File: src/rtl/fp_int_convert_pipe.sv
`timescale 1ns/1ps
// Purpose: pipelined IEEE-754 single/double to int32/uint32/int64/uint64 converter with NV/NX flags and tag passthrough.
// Latency: 3 cycles from accept to out_valid (unpack, align, round/saturate), throughput 1 per cycle.
// Backpressure: all stages stall together while out_valid & !in_out_ready; out_ready_in = !out_valid | in_out_ready.
// Optional rounding modes: define FP_CVT_RM_EN to honour in_rm; otherwise every conversion truncates (RTZ).

module fp_int_convert_pipe #(
    parameter int DATA_WIDTH = 64,
    parameter int TAG_WIDTH  = 5
) (
    input  logic                  in_clk,
    input  logic                  in_rst,
    input  logic                  in_valid,
    output logic                  out_ready_in,
    input  logic [DATA_WIDTH-1:0] in_data,
    input  logic                  in_fmt,
    input  logic [1:0]            in_output_fmt,
    input  logic [2:0]            in_rm,
    input  logic [TAG_WIDTH-1:0]  in_tag,
    output logic                  out_valid,
    input  logic                  in_out_ready,
    output logic [DATA_WIDTH-1:0] out_data,
    output logic [TAG_WIDTH-1:0]  out_tag,
    output logic                  out_flg_NV,
    output logic                  out_flg_NX
);

`ifdef FP_CVT_RM_EN
    localparam logic [2:0] RM_RNE = 3'b000;
    localparam logic [2:0] RM_RDN = 3'b010;
    localparam logic [2:0] RM_RUP = 3'b011;
    localparam logic [2:0] RM_RMM = 3'b100;
`endif

    // ------------------------------------------------------------------
    // Stage registers
    // ------------------------------------------------------------------
    logic                   r1_vld;
    logic                   r1_sign;
    logic signed [12:0]     r1_exp;
    logic [52:0]            r1_sig;
    logic                   r1_zero;
    logic                   r1_sub;
    logic                   r1_inf;
    logic                   r1_nan;
    logic [1:0]             r1_ofmt;
    logic [TAG_WIDTH-1:0]   r1_tag;

    logic                   r2_vld;
    logic                   r2_sign;
    logic [63:0]            r2_int;
    logic                   r2_g;
    logic                   r2_s;
    logic                   r2_ovf;
    logic                   r2_inf;
    logic                   r2_nan;
    logic [1:0]             r2_ofmt;
    logic [TAG_WIDTH-1:0]   r2_tag;

`ifdef FP_CVT_RM_EN
    logic [2:0]             r1_rm;
    logic [2:0]             r2_rm;
`endif

    logic                   r_out_vld;
    logic [DATA_WIDTH-1:0]  r_out_dat;
    logic [TAG_WIDTH-1:0]   r_out_tag;
    logic                   r_out_nv;
    logic                   r_out_nx;

    // Whole pipeline moves as one unit: it advances unless the result is held.
    logic w_adv;
    assign w_adv        = !r_out_vld || in_out_ready;
    assign out_ready_in = w_adv;

    // ------------------------------------------------------------------
    // S1: unpack, widen single to double layout, remove bias, classify
    // ------------------------------------------------------------------
    logic               w_sign;
    logic               w_exp_zero;
    logic               w_exp_ones;
    logic               w_man_zero;
    logic [51:0]        w_man;
    logic signed [12:0] w_exp_unb;

    // Field extraction for the selected source format.
    always_comb begin
        if (in_fmt) begin
            w_sign     = in_data[63];
            w_exp_zero = (in_data[62:52] == 11'h000);
            w_exp_ones = (in_data[62:52] == 11'h7FF);
            w_man      = in_data[51:0];
            w_exp_unb  = $signed({2'b00, in_data[62:52]}) - 13'sd1023;
        end else begin
            w_sign     = in_data[31];
            w_exp_zero = (in_data[30:23] == 8'h00);
            w_exp_ones = (in_data[30:23] == 8'hFF);
            w_man      = {in_data[22:0], 29'd0};
            w_exp_unb  = $signed({5'b00000, in_data[30:23]}) - 13'sd127;
        end
        w_man_zero = (w_man == 52'd0);
    end

    // S1 register: operand class, unbiased exponent and significand with hidden one.
    always_ff @(posedge in_clk) begin
        if (in_rst) begin
            r1_vld  <= 1'b0;
            r1_sign <= 1'b0;
            r1_exp  <= '0;
            r1_sig  <= '0;
            r1_zero <= 1'b0;
            r1_sub  <= 1'b0;
            r1_inf  <= 1'b0;
            r1_nan  <= 1'b0;
            r1_ofmt <= '0;
            r1_tag  <= '0;
`ifdef FP_CVT_RM_EN
            r1_rm   <= '0;
`endif
        end else if (w_adv) begin
            r1_vld  <= in_valid;
            r1_sign <= w_sign;
            r1_exp  <= w_exp_unb;
            r1_sig  <= {1'b1, w_man};
            r1_zero <= w_exp_zero & w_man_zero;
            r1_sub  <= w_exp_zero & !w_man_zero;
            r1_inf  <= w_exp_ones & w_man_zero;
            r1_nan  <= w_exp_ones & !w_man_zero;
            r1_ofmt <= in_output_fmt;
            r1_tag  <= in_tag;
`ifdef FP_CVT_RM_EN
            r1_rm   <= in_rm;
`endif
        end
    end

    // ------------------------------------------------------------------
    // S2: align into 64.64 fixed point; integer part, guard, sticky
    // ------------------------------------------------------------------
    // value = sig * 2^(exp-52); placing it with 64 fraction bits needs a
    // left shift of exp+12, which spans 11..75 for the in-range exponents.
    logic [6:0]   w_shamt;
    logic [127:0] w_fx;
    logic [63:0]  w_int;
    logic         w_g;
    logic         w_s;
    logic         w_ovf;

    assign w_shamt = r1_exp[6:0] + 7'd12;
    assign w_fx    = {75'd0, r1_sig} << w_shamt;

    // Integer/guard/sticky selection per operand class and exponent range.
    always_comb begin
        w_int = '0;
        w_g   = 1'b0;
        w_s   = 1'b0;
        w_ovf = 1'b0;
        if (r1_sub) begin
            // Subnormals are far below 0.5: nothing but sticky survives.
            w_s = 1'b1;
        end else if (!(r1_zero || r1_inf || r1_nan)) begin
            if (r1_exp > 13'sd63) begin
                w_ovf = 1'b1;
            end else if (r1_exp < -13'sd1) begin
                w_s = 1'b1;
            end else begin
                w_int = w_fx[127:64];
                w_g   = w_fx[63];
                w_s   = |w_fx[62:0];
            end
        end
    end

    // S2 register: aligned magnitude and rounding information.
    always_ff @(posedge in_clk) begin
        if (in_rst) begin
            r2_vld  <= 1'b0;
            r2_sign <= 1'b0;
            r2_int  <= '0;
            r2_g    <= 1'b0;
            r2_s    <= 1'b0;
            r2_ovf  <= 1'b0;
            r2_inf  <= 1'b0;
            r2_nan  <= 1'b0;
            r2_ofmt <= '0;
            r2_tag  <= '0;
`ifdef FP_CVT_RM_EN
            r2_rm   <= '0;
`endif
        end else if (w_adv) begin
            r2_vld  <= r1_vld;
            r2_sign <= r1_sign;
            r2_int  <= w_int;
            r2_g    <= w_g;
            r2_s    <= w_s;
            r2_ovf  <= w_ovf;
            r2_inf  <= r1_inf;
            r2_nan  <= r1_nan;
            r2_ofmt <= r1_ofmt;
            r2_tag  <= r1_tag;
`ifdef FP_CVT_RM_EN
            r2_rm   <= r1_rm;
`endif
        end
    end

    // ------------------------------------------------------------------
    // S3: round magnitude, range check, negate, saturate, flags
    // ------------------------------------------------------------------
    logic        w_rup;
    logic [64:0] w_mag;
    logic        w_pos_ovf;
    logic        w_neg_ovf;
    logic [63:0] w_max;
    logic [63:0] w_min;
    logic [63:0] w_val;
    logic [63:0] w_res;
    logic        w_nv;
    logic        w_nx;

`ifdef FP_CVT_RM_EN
    // Round-up decision on the magnitude; RTZ and reserved encodings truncate.
    always_comb begin
        case (r2_rm)
            RM_RNE:  w_rup = r2_g & (r2_s | r2_int[0]);
            RM_RDN:  w_rup = r2_sign & (r2_g | r2_s);
            RM_RUP:  w_rup = !r2_sign & (r2_g | r2_s);
            RM_RMM:  w_rup = r2_g;
            default: w_rup = 1'b0;
        endcase
    end
`else
    // Truncation only; the rounding-mode port is kept for pin compatibility.
    logic w_unused_rm;
    assign w_unused_rm = ^in_rm;
    assign w_rup       = 1'b0;
`endif

    // Extra bit keeps the carry when a 64-bit magnitude rounds up.
    assign w_mag = {1'b0, r2_int} + {64'd0, w_rup};

    // Format limits and range check, applied after rounding.
    always_comb begin
        case (r2_ofmt)
            2'b00: begin
                w_pos_ovf = (w_mag > 65'h0_7FFF_FFFF);
                w_neg_ovf = (w_mag > 65'h0_8000_0000);
                w_max     = 64'h0000_0000_7FFF_FFFF;
                w_min     = 64'hFFFF_FFFF_8000_0000;
            end
            2'b01: begin
                w_pos_ovf = (w_mag > 65'h0_FFFF_FFFF);
                w_neg_ovf = (w_mag != 65'd0);
                w_max     = 64'hFFFF_FFFF_FFFF_FFFF;
                w_min     = 64'd0;
            end
            2'b10: begin
                w_pos_ovf = (w_mag > 65'h0_7FFF_FFFF_FFFF_FFFF);
                w_neg_ovf = (w_mag > 65'h0_8000_0000_0000_0000);
                w_max     = 64'h7FFF_FFFF_FFFF_FFFF;
                w_min     = 64'h8000_0000_0000_0000;
            end
            default: begin
                w_pos_ovf = w_mag[64];
                w_neg_ovf = (w_mag != 65'd0);
                w_max     = 64'hFFFF_FFFF_FFFF_FFFF;
                w_min     = 64'd0;
            end
        endcase
    end

    // Final result: NaN/inf/out-of-range saturate with NV, else signed value with NX.
    always_comb begin
        w_val = r2_sign ? (~w_mag[63:0] + 64'd1) : w_mag[63:0];
        w_res = '0;
        w_nv  = 1'b0;
        w_nx  = 1'b0;
        if (r2_nan) begin
            w_res = w_max;
            w_nv  = 1'b1;
        end else if (r2_inf || r2_ovf || (r2_sign ? w_neg_ovf : w_pos_ovf)) begin
            w_res = r2_sign ? w_min : w_max;
            w_nv  = 1'b1;
        end else begin
            w_nx  = r2_g | r2_s;
            // 32-bit results (signed or not) are sign-extended from bit 31.
            w_res = r2_ofmt[1] ? w_val : {{32{w_val[31]}}, w_val[31:0]};
        end
    end

    // Output register: held while the consumer stalls.
    always_ff @(posedge in_clk) begin
        if (in_rst) begin
            r_out_vld <= 1'b0;
            r_out_dat <= '0;
            r_out_tag <= '0;
            r_out_nv  <= 1'b0;
            r_out_nx  <= 1'b0;
        end else if (w_adv) begin
            r_out_vld <= r2_vld;
            r_out_dat <= w_res;
            r_out_tag <= r2_tag;
            r_out_nv  <= w_nv;
            r_out_nx  <= w_nx;
        end
    end

    assign out_valid  = r_out_vld;
    assign out_data   = r_out_dat;
    assign out_tag    = r_out_tag;
    assign out_flg_NV = r_out_nv;
    assign out_flg_NX = r_out_nx;

endmodule

File: config.mk
export PLATFORM = sky130hd
export DESIGN_NAME = fp_int_convert_pipe
export DESIGN_NICKNAME = d
export VERILOG_FILES = /design/src/rtl/fp_int_convert_pipe.sv
export SDC_FILE = /design/constraint.sdc
export NUM_CORES = 1
export LEC_CHECK = 0
export BUFFER_PORTS_ARGS = -buffer_cell sky130_fd_sc_hd__buf_2
export CELL_PAD_IN_SITES_DETAIL_PLACEMENT = 1
export CELL_PAD_IN_SITES_GLOBAL_PLACEMENT = 1
export CORE_UTILIZATION = 49
export CTS_BUF_LIST = sky130_fd_sc_hd__clkbuf_4 sky130_fd_sc_hd__clkbuf_8 sky130_fd_sc_hd__clkbuf_16
export DETAILED_ROUTE_END_ITERATION = 8
export PLACE_DENSITY = 0.89
export SLEW_MARGIN = 5
export SYNTH_ARGS = -nofsm -noshare
export SYNTH_HDL_FRONTEND = slang
export SYNTH_SLANG_ARGS = --single-unit
File: constraint.sdc
create_clock -name in_clk -period 8.05 [get_ports in_clk]
set_input_delay 0.805 -clock in_clk [delete_from_list [all_inputs] [get_ports in_clk]]
set_output_delay 0.805 -clock in_clk [all_outputs]
set_load 0.005 [all_outputs]
==> impl_metrics.json, run 1 <==
{
  "path_max_fanout": 42,
  "yosysWarningCount": 0,
  "syn_inst": 1982,
  "rrSetupSlack_ps": 2910,
  "grt_max_degree": 119,
  "nets": 2101,
  "yosys_register_bits": 228,
  "status": "finished, final reports clean",
  "initial_utilization_pct": 50.03,
  "synth_edf_count": 0,
  "dr_wl_met2_um": 29690,
  "slew_violations": 0,
  "netlist.area_leader.share_pct": 28.76,
  "drc_errors": 0,
  "async_reset_ff_share_pct": 0,
  "p_leak_nw": 6.867,
  "synthTopCellsByCount": "239 x nand2_1, 229 x nor2_1, 228 x dfxtp_1",
  "ir_worst_vdd_v": 0.0001998,
  "viasPerCell": 6.804,
  "dp_hpwl_um": 45740,
  "die_h_um": 182.0,
  "cp_data_required_time_ps": 8440,
  "core_um2": 31720,
  "postCtsSetupBuffers": 0,
  "rsz0062_at_grt": "no",
  "grt_overflow": 0,
  "hold_viol_final": 0,
  "p_per_area_nw_per_um2": 222.3,
  "gp_congestion": 1.011,
  "synthFlopType": "dfxtp_1",
  "portBuffers": 148,
  "clock_latency_ps": 530,
  "cts_resized": 0,
  "cap_violations": 0,
  "synth.area.top_cells": "dfxtp_1 29%, mux4_2 9.2%, a21oi_1 6.2%, nand2_1 5.7%, nor2_1 5.4%",
  "top_layer": "met4",
  "htree_levels": 1,
  "routedWlPerCell_um": 25.91,
  "wl_met3_um": 4831,
  "worstMarginPinSlew_ps": 1223,
  "antenna_found_initial": 1,
  "ant_nets": 0,
  "drt_iter0_markers": 1706,
  "final-setup-viol-count": 0,
  "yosysTopAreaCell": "dfxtp_1",
  "row_count": 65,
  "worstPathArrival_ps": 5530,
  "grt_util_all_layers_pct": 37.85,
  "die_w_um": 182.0,
  "setup.worst_path.end": "r2_s",
  "yosysMostFrequentCell": "nand2_1",
  "cts_buffer_depth": 3,
  "max_freq_mhz": 194.4,
  "grt_pass1_vias": 16530,
  "setup-tns-final_ps": 0,
  "relSlewSlack_pct": 18.16,
  "wirelength_met1_um": 25430,
  "vias": 16560,
  "clk_pin_slew_ps": 70,
  "synth_fp_nets": 2068,
  "netlist_area_um2": 15870,
  "hold_buffers": 0,
  "die_area_um2": 33110,
  "worstSetupPathType": "register to register",
  "r2r-end": "r2_s",
  "worst_setup_path_end_kind": "register",
  "min_period_over_period_pct": 63.89,
  "ioPinCount": 152,
  "area_delta_synth_final_pct": 10.75,
  "syn_area_per_cell_um2": 8.007,
  "startpoint": "r1_exp[2]",
  "numCtsBuffers": 25,
  "reg2reg_depth": 12,
  "ys_seq_area_share_pct": 28.76,
  "wl_um": 63050,
  "ys_types": 72,
  "cts_tree": "built",
  "hold_class": "register to register",
  "crit_path_start_kind": "register",
  "cts_root_buf": "clkbuf_16",
  "hold_ws_ps": 454.8,
  "min_period_ps": 5143,
  "clock-sinks": 228,
  "firstDrtPassIters": 5,
  "reg2reg_from": "r1_exp[2]",
  "grt_pass1_wl_um": 98260,
  "drive_above_1_share_pct": 17.59,
  "finClkSkew_ps": 14.85
}
==> worst min-delay path by stage <==
stage / from / endpoint / cells past startpoint
global placement: out_tag[3] / out_tag[3] / 2
finish: r1_zero / r1_zero / 2
floorplan: r1_zero / r1_zero / 2
CTS: r1_zero / r1_zero / 2
global route: r1_zero / r1_zero / 2
detailed placement: out_tag[2] / out_tag[2] / 2
==> state kept, by name, summed over array words and instances (netlist names), 2 cells and up <==
signal,cells
r2_tag,5
r2_ofmt,2
r1_tag,5
r2_int,64
out_tag,5
r1_ofmt,2
r1_exp,12
r1_sig,53
out_data,64
==> cell usage in the layout, fill, tap and decap left out, types with 6 or more instances in the layout <==
cell / Yosys / routed
nand2b_1: 11 / 11
nand2_1: 239 / 239
buf_2: 10 / 147
o2bb2ai_1: 8 / 8
mux2i_1: 84 / 84
clkbuf_16: 0 / 25
mux2_2: 46 / 46
mux4_2: 65 / 65
o21ai_0: 57 / 57
nor3b_1: 6 / 6
a21o_1: 8 / 8
inv_1: 23 / 21
clkbuf_4: 0 / 8
a211oi_1: 40 / 39
nor3_1: 90 / 90
o22ai_1: 26 / 26
a222oi_1: 8 / 8
a21oi_1: 196 / 196
a22oi_1: 47 / 47
xor2_1: 36 / 34
a221oi_1: 17 / 17
a31oi_1: 13 / 13
o211ai_1: 14 / 14
nor2b_1: 9 / 8
o31ai_1: 20 / 20
a221o_1: 8 / 8
xnor2_1: 42 / 40
nand4_1: 16 / 16
nand3_1: 54 / 54
or4_1: 15 / 15
a22o_1: 9 / 9
dfxtp_1: 228 / 224
buf_4: 2 / 25
nor2_1: 229 / 229
and2_1: 10 / 10
nor4_1: 21 / 21
o41ai_1: 14 / 14
ha_1: 7 / 6
or3_1: 17 / 17
==> report_power, final <==
group	leakage [nW]	total (W)	internal [W]	switching (W)
clock network	0.418	0.00118	0.000706	0.000471
logic	4.58	0.00142	0.000503	0.000914
registers	1.87	0.00131	0.00122	0.0000895
==> per-stage QoR <==
step	power (W)	instance area (um^2)	util [%]	cells	setup WS, ps
floorplan	0.002218	15870	-	1982	3173
global placement	0.002651	16740	52.79	2390	3120
detailed placement	0.002697	16740	52.79	2390	3016
CTS	0.003877	17570	55.40	2432	2990
global route	0.004049	17570	55.40	2432	2679
finish	0.003908	17580	55.41	2433	2907
==> final cells by class <==
| cell class | instances | area (um^2) |
|---|---|---|
| diodes | 1 | 2.502 |
| clock buffers | 38 | 754.5 |
| clock inverters | 4 | 73.82 |
| fillers | 3829 | 14140 |
| inverters | 24 | 95.09 |
| multi-input cells | 1563 | 10640 |
| flip-flops and latches | 228 | 4572 |
| well taps | 402 | 503.0 |
| repair buffers | 173 | 934.6 |
==> layer usage <==
layer	global-route usage (%)	vias up
met5	0	-
met4	16.97	0
met3	5.897	174
met2	63.38	833
met1	48.07	8125
li1	-	7423
==> cell families (layout without fill, tap and decap cells) <==
family	after synthesis	in the layout	synth area share, %
muxes	195	195	17.79
other	0	1	0
and+or+nand+nor	751	751	22.00
DFF	228	228	28.76
xor gates and xnor gates	78	78	4.305
buffers and inverters	191	239	4.644
AOI/OAI and AO/OA	532	532	21.95
adders and majority gates	7	7	0.5519
==> critical path, stage by stage, from the launching register on <==
cell and delay (ps):
dfxtp_2 320, inv_2 40, buf_4 450, ha_4 500
buf_4 600, mux4_2 620, mux2i_1 400, mux2i_1 180
a221o_1 500, nor4_1 390, nand4_1 150, a222oi_1 670
a21oi_1 130
No activity file was read; power rests on OpenSTA's default activity.
==> inputs of run 2 (changes only) <==
- ABC_AREA: default -> 1
- CORE_UTILIZATION: 49 -> 42
- PLACE_DENSITY: 0.89 -> 0.83
- clock period: 8.05 -> 5.2 ns (I/O delays scaled with it)
==> run 2 against run 1 <==
Clock-buffer cell count is 4 lower. Setup slack lost 1300 ps. Sequential power up 59%. Largest power group unchanged. Combinational power up 99%. Cell count is 31% higher. Core utilization is 7.8 points lower. Fmax rose by 42%. Clock skew is 3.4 ps lower. Worst hold slack got worse by 230 ps. Critical path type unchanged.
==> impl_metrics.json, run 2 <==
{
  "status": "finished, final reports clean",
  "cts_tree": "built",
  "post-route-util_pct": 47.59,
  "final_common_cell": "nand3_1",
  "yosysTopAreaCell": "dfxtp_1",
  "yosysWarningCount": 0,
  "seqCellArea_um2": 4568,
  "numCtsBuffers": 26,
  "rrSetupSlack_ps": 1580,
  "startpoint": "r1_exp[0]",
  "hold_class": "input pin to register",
  "die_area_um2": 39290,
  "cts_root_buf": "clkbuf_16",
  "dp_worst_setup_slack_ps": 1625,
  "fill_cells": 5219,
  "hold_viol_final": 0,
  "async_reset_ff_share_pct": 0,
  "min_period_ps": 3624,
  "die_w_um": 198.2,
  "clk_pin_slew_ps": 60,
  "multi_input_area_um2": 10330,
  "area_delta_synth_final_pct": 11.11,
  "min_period_over_period_pct": 69.69,
  "ir_worst_vdd_v": 0.0002573,
  "syn_inst": 2651,
  "hold_path_depth": 3,
  "clock_latency_ps": 570,
  "synth_fp_nets": 2737,
  "drc_errors": 0,
  "cts_buffer_depth": 3,
  "ys_seq_area_share_pct": 28.22,
  "path_max_fanout": 36,
  "setup-tns-final_ps": 0,
  "netlist.area_leader.share_pct": 28.22,
  "holdPathEnd": "r1_sign",
  "dp_hpwl_um": 55140,
  "vias": 19390,
  "cap_violations": 0,
  "layout_common_cells": "584 x nand3_1, 504 x nand2_1, 245 x nor2_1",
  "final_area_um2": 17970,
  "viasPerCell": 6.067,
  "netlist_area_um2": 16170,
  "yosys_register_bits": 228,
  "worstMarginPinSlew_ps": 1157,
  "antenna_cells": 0,
  "gp_congestion": 1.055,
  "cts_resized": 0,
  "crit_path_start_kind": "register",
  "syn_area_per_cell_um2": 6.100,
  "postCtsSetupBuffers": 0,
  "portBuffers": 148,
  "ys_types": 58,
  "synth.area.top_cells": "dfxtp_1 28%, nand3_1 18%, nand2_1 12%, o21ai_0 7.5%, a21oi_1 6.7%",
  "synthTopCellsByCount": "584 x nand3_1, 504 x nand2_1, 246 x nor2_1",
  "firstDrtPassIters": 5,
  "fin_ws_ps": 1576,
  "clock-sinks": 228,
  "relSlewSlack_pct": 22.84,
  "drive_above_1_share_pct": 10.73,
  "wl_um": 71220,
  "ant_nets": 0,
  "slew_violations": 0,
  "yosysMostFrequentCell": "nand3_1",
  "cp_data_required_time_ps": 5650,
  "initial_utilization_pct": 42.83,
  "antenna_found_initial": 1,
  "p_per_area_nw_per_um2": 379.1,
  "routedWlPerCell_um": 22.28,
  "reg2reg_from": "r1_exp[0]",
  "core_um2": 37760,
  "synthFlopType": "dfxtp_1",
  "dpl_cell_area_um2": 17090,
  "p_leak_nw": 7.988,
  "reg2reg_depth": 17,
  "row_count": 71,
  "hold_buffers": 0,
  "worstSetupPathType": "register to register",
  "rsz0062_at_grt": "no",
  "die_h_um": 198.2,
  "htree_levels": 1,
  "grt_overflow": 0,
  "max_freq_mhz": 275.9,
  "grt_util_all_layers_pct": 36.35,
  "hold_path.startpoint": "in_data[63]",
  "grt_pass1_wl_um": 110500,
  "finClkSkew_ps": 11.46,
  "worst_setup_path_end_kind": "register",
  "worstPathArrival_ps": 4080,
  "grt_max_degree": 119,
  "final-setup-viol-count": 0,
  "nets": 2753,
  "r2r-end": "r2_s",
  "synth_edf_count": 0,
  "drt_iter0_markers": 1886,
  "ioPinCount": 152,
  "grt_pass1_vias": 18740
}
## run 2: cell count changes in the layout (fill, tap and decap cells not counted), moves of 65 or more
cell     change
nand3_1    +530
nand2_1    +265
o21ai_0    +185
inv_1      +113
mux2i_1     -65
mux4_2      -65
## run 2: kinds of logic (layout without fill, tap and decap cells)
logic type,Yosys count,after routing,synth area share (%)
AOI/OAI and AO/OA,565,565,19.41
xor gates and xnor gates,37,37,2.050
muxes,19,19,1.176
adders and majority gates,7,7,0.5416
buffers and inverters,338,372,8.294
and+or+nand+nor,1457,1457,40.30
DFF,228,228,28.22
## run 2: per-stage QoR
step / hold WS [ps] / power [W] / cells
2_1_floorplan: 429.7 / 0.003923 / 2651
3_3_place_gp: 441.1 / 0.004796 / 3150
3_5_place_dp: 445.6 / 0.004873 / 3150
4_1_cts: 206.4 / 0.006783 / 3196
5_1_grt: 233.7 / 0.007195 / 3196
6_report: 222.4 / 0.006812 / 3196
## run 2: worst max path at each step
stage / slack, ps / end
3_3_place_gp: 1750 / r2_int[1]
2_1_floorplan: 2460 / r2_int[1]
3_5_place_dp: 1620 / out_data[43]
4_1_cts: 1640 / out_data[43]
5_1_grt: 1350 / out_data[31]
6_report: 1580 / r2_s
## run 2: layer usage
metal | GRT usage (%) | wire length [um] | share of wire [%]
met5 | 0 | 9 | 0.013
met4 | 15.99 | 3469 | 4.9
met3 | 5.093 | 4493 | 6.3
met2 | 56.88 | 31260 | 44
met1 | 49.48 | 31990 | 45
## run 2: area by class of cell
cell class	count	share of cell area [%]
inverter	145	3.064
multi-input combinational	2085	57.49
clock inverter	12	0.7311
sequential	228	25.42
clock buffer	34	4.164
tap	511	3.558
timing repair buffer	181	5.571
## run 2: worst max-delay path: stages (launching register included)
cell and delay, ps:
dfxtp_1 310, buf_4 190, clkinv_1 410, buf_4 420, nand2_1 120, nand3_1 110
nand3_1 170, nand3_1 140, nand3_1 320, nand3_1 180, nand3_1 140, nand2_1 70
nor2_1 120, nand2_1 70, nor2_1 160, nand4_1 350, nand2_1 150, a21oi_1 70
## run 2: power breakdown
part	internal, W	switching (W)	total (W)
registers	0.00194	0.000143	0.00208
logic	0.000806	0.00202	0.00283
clock network	0.00111	0.000786	0.00190
